$ cat src/rtl/wb_regfile_if.sv
// wb_regfile_if: MEMWB retire bundle, ID read ports and debug counters of the writeback register file.
// WB_COMMIT_TRACE_EN adds the registered commit-trace signals.
interface wb_regfile_if #(
    parameter int DATA_WIDTH = 64,
    parameter int ADDR_WIDTH = 5
);
    logic                  wb_enable;
    logic                  wb_reg_wen;
    logic                  wb_mem_ren;
    logic [ADDR_WIDTH-1:0] wb_rd_addr;
    logic [DATA_WIDTH-1:0] wb_data;
    logic [DATA_WIDTH-1:0] wb_pc;
    logic [ADDR_WIDTH-1:0] rs1_addr;
    logic [ADDR_WIDTH-1:0] rs2_addr;
    logic [DATA_WIDTH-1:0] rs1_data;
    logic [DATA_WIDTH-1:0] rs2_data;
    logic [63:0]           instret;
    logic [63:0]           loadret;
    logic [DATA_WIDTH-1:0] last_pc;
`ifdef WB_COMMIT_TRACE_EN
    logic                  commit_valid;
    logic [DATA_WIDTH-1:0] commit_pc;
    logic [ADDR_WIDTH-1:0] commit_rd;
    logic [DATA_WIDTH-1:0] commit_data;
    modport master (
        output wb_enable, wb_reg_wen, wb_mem_ren, wb_rd_addr, wb_data, wb_pc, rs1_addr, rs2_addr,
        input  rs1_data, rs2_data, instret, loadret, last_pc,
               commit_valid, commit_pc, commit_rd, commit_data
    );
    modport slave (
        input  wb_enable, wb_reg_wen, wb_mem_ren, wb_rd_addr, wb_data, wb_pc, rs1_addr, rs2_addr,
        output rs1_data, rs2_data, instret, loadret, last_pc,
               commit_valid, commit_pc, commit_rd, commit_data
    );
`else
    modport master (
        output wb_enable, wb_reg_wen, wb_mem_ren, wb_rd_addr, wb_data, wb_pc, rs1_addr, rs2_addr,
        input  rs1_data, rs2_data, instret, loadret, last_pc
    );
    modport slave (
        input  wb_enable, wb_reg_wen, wb_mem_ren, wb_rd_addr, wb_data, wb_pc, rs1_addr, rs2_addr,
        output rs1_data, rs2_data, instret, loadret, last_pc
    );
`endif
endinterface

$ cat src/rtl/wb_regfile.sv
// wb_regfile: writeback register file with same-cycle bypassed read ports and retire counters.
// WB_COMMIT_TRACE_EN adds a one-cycle-delayed commit trace (valid/pc/rd/data).
module wb_regfile #(
    parameter int DATA_WIDTH = 64,
    parameter int REG_COUNT  = 32,
    parameter int ADDR_WIDTH = 5
) (
    input logic         clk,
    input logic         rst,
    wb_regfile_if.slave bus
);
    logic [DATA_WIDTH-1:0] regs [REG_COUNT];
    logic                  commit;

    function automatic logic in_range(input logic [ADDR_WIDTH-1:0] a);
        return 32'(a) < REG_COUNT;
    endfunction

    assign commit = bus.wb_enable & bus.wb_reg_wen & (bus.wb_rd_addr != '0) & in_range(bus.wb_rd_addr);

    // x0 and out-of-range indices read zero ahead of the bypass
    assign bus.rs1_data = (bus.rs1_addr == '0 || !in_range(bus.rs1_addr)) ? '0 :
                          (commit && bus.rs1_addr == bus.wb_rd_addr) ? bus.wb_data : regs[bus.rs1_addr];
    assign bus.rs2_data = (bus.rs2_addr == '0 || !in_range(bus.rs2_addr)) ? '0 :
                          (commit && bus.rs2_addr == bus.wb_rd_addr) ? bus.wb_data : regs[bus.rs2_addr];

    always_ff @(posedge clk) begin
        if (rst) begin
            for (int i = 0; i < REG_COUNT; i++) regs[i] <= '0;
            bus.instret <= '0;
            bus.loadret <= '0;
            bus.last_pc <= '0;
        end else begin
            if (commit) regs[bus.wb_rd_addr] <= bus.wb_data;
            if (bus.wb_enable) begin
                bus.instret <= bus.instret + 64'd1;
                bus.last_pc <= bus.wb_pc;
            end
            if (bus.wb_enable && bus.wb_mem_ren) bus.loadret <= bus.loadret + 64'd1;
        end
    end

`ifdef WB_COMMIT_TRACE_EN
    always_ff @(posedge clk) begin
        if (rst) begin
            bus.commit_valid <= 1'b0;
            bus.commit_pc    <= '0;
            bus.commit_rd    <= '0;
            bus.commit_data  <= '0;
        end else begin
            bus.commit_valid <= bus.wb_enable;
            bus.commit_pc    <= bus.wb_enable ? bus.wb_pc : '0;
            bus.commit_rd    <= commit ? bus.wb_rd_addr : '0;
            bus.commit_data  <= commit ? bus.wb_data : '0;
        end
    end
`endif
endmodule

$ cat src/flat_wrapper.sv
// flat-port wrapper written by rule: the top's interface ports become plain ports
module wb_regfile_flat 
#(
    parameter int DATA_WIDTH = 64,
    parameter int REG_COUNT  = 32,
    parameter int ADDR_WIDTH = 5
)
  (clk, rst, bus_wb_enable, bus_wb_reg_wen, bus_wb_mem_ren, bus_wb_rd_addr, bus_wb_data, bus_wb_pc, bus_rs1_addr, bus_rs2_addr, bus_rs1_data, bus_rs2_data, bus_instret, bus_loadret, bus_last_pc);
  wb_regfile_if #(.DATA_WIDTH(DATA_WIDTH), .ADDR_WIDTH(ADDR_WIDTH)) bus_i ();
  input logic clk;
  input logic rst;
  input wire logic [$bits(bus_i.wb_enable)-1:0] bus_wb_enable;
  input wire logic [$bits(bus_i.wb_reg_wen)-1:0] bus_wb_reg_wen;
  input wire logic [$bits(bus_i.wb_mem_ren)-1:0] bus_wb_mem_ren;
  input wire logic [$bits(bus_i.wb_rd_addr)-1:0] bus_wb_rd_addr;
  input wire logic [$bits(bus_i.wb_data)-1:0] bus_wb_data;
  input wire logic [$bits(bus_i.wb_pc)-1:0] bus_wb_pc;
  input wire logic [$bits(bus_i.rs1_addr)-1:0] bus_rs1_addr;
  input wire logic [$bits(bus_i.rs2_addr)-1:0] bus_rs2_addr;
  output wire logic [$bits(bus_i.rs1_data)-1:0] bus_rs1_data;
  output wire logic [$bits(bus_i.rs2_data)-1:0] bus_rs2_data;
  output wire logic [$bits(bus_i.instret)-1:0] bus_instret;
  output wire logic [$bits(bus_i.loadret)-1:0] bus_loadret;
  output wire logic [$bits(bus_i.last_pc)-1:0] bus_last_pc;
  assign bus_i.wb_enable = bus_wb_enable;
  assign bus_i.wb_reg_wen = bus_wb_reg_wen;
  assign bus_i.wb_mem_ren = bus_wb_mem_ren;
  assign bus_i.wb_rd_addr = bus_wb_rd_addr;
  assign bus_i.wb_data = bus_wb_data;
  assign bus_i.wb_pc = bus_wb_pc;
  assign bus_i.rs1_addr = bus_rs1_addr;
  assign bus_i.rs2_addr = bus_rs2_addr;
  assign bus_rs1_data = bus_i.rs1_data;
  assign bus_rs2_data = bus_i.rs2_data;
  assign bus_instret = bus_i.instret;
  assign bus_loadret = bus_i.loadret;
  assign bus_last_pc = bus_i.last_pc;
  wb_regfile #(.DATA_WIDTH(DATA_WIDTH), .REG_COUNT(REG_COUNT), .ADDR_WIDTH(ADDR_WIDTH)) u_core (.clk(clk), .rst(rst), .bus(bus_i));
endmodule
$ cat config.mk
export PLATFORM = sky130hd
export DESIGN_NAME = wb_regfile_flat
export DESIGN_NICKNAME = d
export VERILOG_FILES = /design/src/rtl/wb_regfile_if.sv /design/src/rtl/wb_regfile.sv /design/src/flat_wrapper.sv
export SDC_FILE = /design/constraint.sdc
export NUM_CORES = 2
export LEC_CHECK = 0
export ABC_AREA = 0
export BUFFER_PORTS_ARGS = -buffer_cell sky130_fd_sc_hd__buf_2
export CAP_MARGIN = 10
export CORE_MARGIN = 2
export CORE_UTILIZATION = 30
export CTS_CLUSTER_SIZE = 30
export DETAILED_ROUTE_END_ITERATION = 8
export SLEW_MARGIN = 15
export SYNTH_ARGS = -nofsm -noshare
export SYNTH_HDL_FRONTEND = slang
export SYNTH_SLANG_ARGS = --single-unit
$ cat constraint.sdc
create_clock -name clk -period 7.9 [get_ports clk]
set_clock_uncertainty 0.15 [all_clocks]
set_input_delay 0 -clock clk [delete_from_list [all_inputs] [get_ports clk]]
set_output_delay 0 -clock clk [all_outputs]
set_load 0.01 [all_outputs]
==> summary.md <==
| Metric | Value |
|---|---|
| Hold Path Depth | `3` |
| Post-DP HPWL | `324 mm` |
| Cell taking the most area after synthesis | `edfxtp_1` |
| LEAKAGE | `between 40 and 50 nW` |
| Endpoints failing hold | `0` |
| Initial Utilization | `a little under a third` |
| Worst-path clk slew | `0.07 ns` |
| MaxCap Viol Count | `1` |
| Die Y | `630 µm` |
| CP Data Required Time | `7.75 ns` |
| RSZ-0062 raised after global routing | `false` |
| Final net count | `9,102` |
| Setup TNS Final | `0 ns` |
| Skew-Pair Late Insertion Delay | `slightly above 0.9 ns` |
| Boundary Pins | `468` |
| Syn_area_per_cell | `~14 µm²` |
| Worst Hold Path EP | `u_core.regs[30][31]` |
| Synth Flop Type | `edfxtp_1` |
| CORE AREA | `389,000 µm²` |
| Max transition margin | `1.69%` |
| Area Growth Syn to Fin | `15.9%` |
| Initial antenna violation count | `98` |
| Top-area cell type share of the netlist area | `52.4%` |
| Crit. End Element | `primary output` |
| Drt first pass iters | `7` |
| Top post-synthesis cells by count | `edfxtp_1, and2_1, mux4_2` |
| Post-CTS sizing | `0` |
| Clock buffer count from CTS | `244` |
| Failing checks | `capacitance limit` |
| Layout cells sized above 1 | `between 20 and 25%` |
| Setup Crit Path Kind | `input pin to primary output` |
| Global route overflow | `0` |
| Hold_sp | `bus_wb_data[31]` |
| Pwr per Cell Area | `213 nW/µm²` |
| Number of port buffers | `around 470` |
| Synthesized flop and latch total | `around 2,200` |
| First-pass GRT wire length | `719 mm` |
| Hold_ws | `0.0498 ns` |
| Antenna-violating nets left | `0` |
| Ys async rst share | `0%` |
| Largest net degree at the start of global routing | `approximately 200` |
| Cell area after layout | `136,000 µm²` |
| Seq/Total Area, Yosys | `55.6%` |
| CP Launch Type | `input pin` |
| Synth area leaders | `edfxtp_1, mux4_2, and2_1, dfxtp_1, mux2i_1` |
| Max Slew Vio Count | `0` |
| DRC marker count from the first detailed-route iteration | `15,800` |
| Worst r2r src | `u_core.bus.loadret[12]` |
| Outcome | `complete, but fails checks` |
| Worst R2R Path Depth | `5` |
| Post-CTS Hold Buffers | `279` |
| Crit Path Max Fanout | `40` |
| Routability cong. | `0.973` |
| Die W | `630 µm` |
| Peak supply drop | `0.000207 V` |
| H-tree level count | `4` |
| Row count | `between 200 and 250` |
| R2R Path End | `u_core.bus.loadret[56]` |
| Maximum clock rate | `0.208 GHz` |
| Setup bufs post-CTS | `0` |
| Clock tree root buffer cell | `clkbuf_16` |
| CTS tree | `done` |
| Bufs on Longest Clock Path | `4` |
| Vias/cell | `around 6.0` |
| Top-count cell post-synth | `edfxtp_1` |
| Period utilisation layout | `60.9%` |
| Min-delay worst type | `input pin to flop` |
| Vias in the first global route | `85,500` |
| Worst-margin pin slew | `1.47 ns` |
| Sink Count | `2,240` |
| Routed WL | `roughly 530 mm` |
| Die area | `just under 400,000 µm²` |
| # DRC | `0` |
| Avg WL per Cell | `around 37 µm` |
| Critical path arrival | `4.66 ns` |
| Worst Setup SP | `bus_wb_rd_addr[2]` |
| Reg2reg setup slack | `about 4.7 ns` |
| DR vias | `between 80,000 and 90,000` |
| Total Routing Usage GR | `26.0%` |
| Post-synth EDFFs | `~2,000` |
| YS warnings | `0` |
| Placed Area | `126,000 µm²` |
| Tmin final | `4.81 ns` |
| Post-Syn Area | `117,000 µm²` |
| Syn Inst Count | `roughly 8,500` |
| Final setup viols | `0` |
| Unique masters post-synth | `82` |
## logic make-up (layout without fill, tap and decap cells)
family                   after synthesis  count (layout)  share of synthesized area (%)
AO/OA/AOI/OAI                        932             932                           5.33
XOR/XNOR                             116             116                          0.865
adder cells (fa/ha/maj)                2               2                         0.0213
buffers and inverters                908            1452                           3.22
flip-flops                          2240            2240                           55.6
multiplexers                        1305            1305                           20.0
other                                  1             132                        0.00319
AND/OR/NAND/NOR                     3028            3028                           14.9
## placed cells by master (no fill, tap or decap), types with 117 or more instances in the layout
cell and count:
edfxtp_1 2048, and2_1 1992, mux4_2 824, buf_2 456, nor2_1 403, mux2i_1 379, dlygate4sd3_1 279, clkbuf_16 246
buf_4 227, o21ai_0 201, dfxtp_1 192, o22ai_1 188, a21oi_1 117
## report_power, final
| part | total [mW] | leakage [nW] | switching, mW | internal (mW) |
|---|---|---|---|---|
| clock | 11.4 | 3.72 | 5.08 | 6.31 |
| combinational | 3.82 | 22.3 | 2.44 | 1.38 |
| sequential | 13.9 | 21.0 | 0.336 | 13.5 |
| total | 29.1 | 47.0 | 7.85 | 21.2 |
## worst max-delay path, stage by stage
cell	delay, ns
dlygate4sd3_1	0.60
buf_2	0.22
or3_1	0.54
o311ai_2	0.54
or4_4	0.71
buf_4	0.52
nand2_1	0.10
buf_4	0.24
o21ai_0	0.80
buf_2	0.29
## worst max path at each step
stage / endpoint / slack (ns) / cells after the start
3_3_place_gp: bus_rs2_data[39] / 3.21 / 11
3_5_place_dp: bus_rs2_data[39] / 3.29 / 11
6_report: bus_rs1_data[54] / 3.09 / 10
4_1_cts: bus_rs1_data[54] / 3.22 / 10
5_1_grt: bus_rs1_data[54] / 3.17 / 10
2_1_floorplan: u_core.regs[0][0] / 5.26 / 2
## state kept, by name, summed over array words and instances (netlist names)
signal              cells
u_core.bus.instret     64
u_core.bus.loadret     64
u_core.bus.last_pc     64
u_core.regs          2048
## metal layers
layer  vias to the layer above  wire length [µm]  global-route usage, %
li1                      33200                 -                      -
met1                     44000            173000                   29.7
met2                      7598            241000                   40.9
met3                      1945             71100                   8.20
met4                        28             47400                   19.7
met5                         -               176                      0
## per-stage QoR
step                      util (%)  cells  power, mW  worst slack [ns]
after floorplan                  -   8595       15.9              5.26
after global placement        32.2  13600       17.6              3.21
after detailed placement      32.3  13600       17.7              3.29
after CTS                     34.9  14300       29.0              3.22
after global routing          34.9  14400       29.6              3.17
final                         35.0  14400       29.1              3.09
## area by class of cell
| class | count | area (µm²) |
|---|---|---|
| clock buffers | 296 | 6380 |
| diodes | 68 | 170 |
| flip-flops and latches | 2240 | 65300 |
| clock inverters | 137 | 1250 |
| multi-input cells | 5447 | 49100 |
| fillers | 37300 | 253000 |
| inverters | 29 | 109 |
| repair buffers | 990 | 7300 |
| well taps | 5197 | 6500 |
Note: power is estimated with default switching activity, not from simulation.
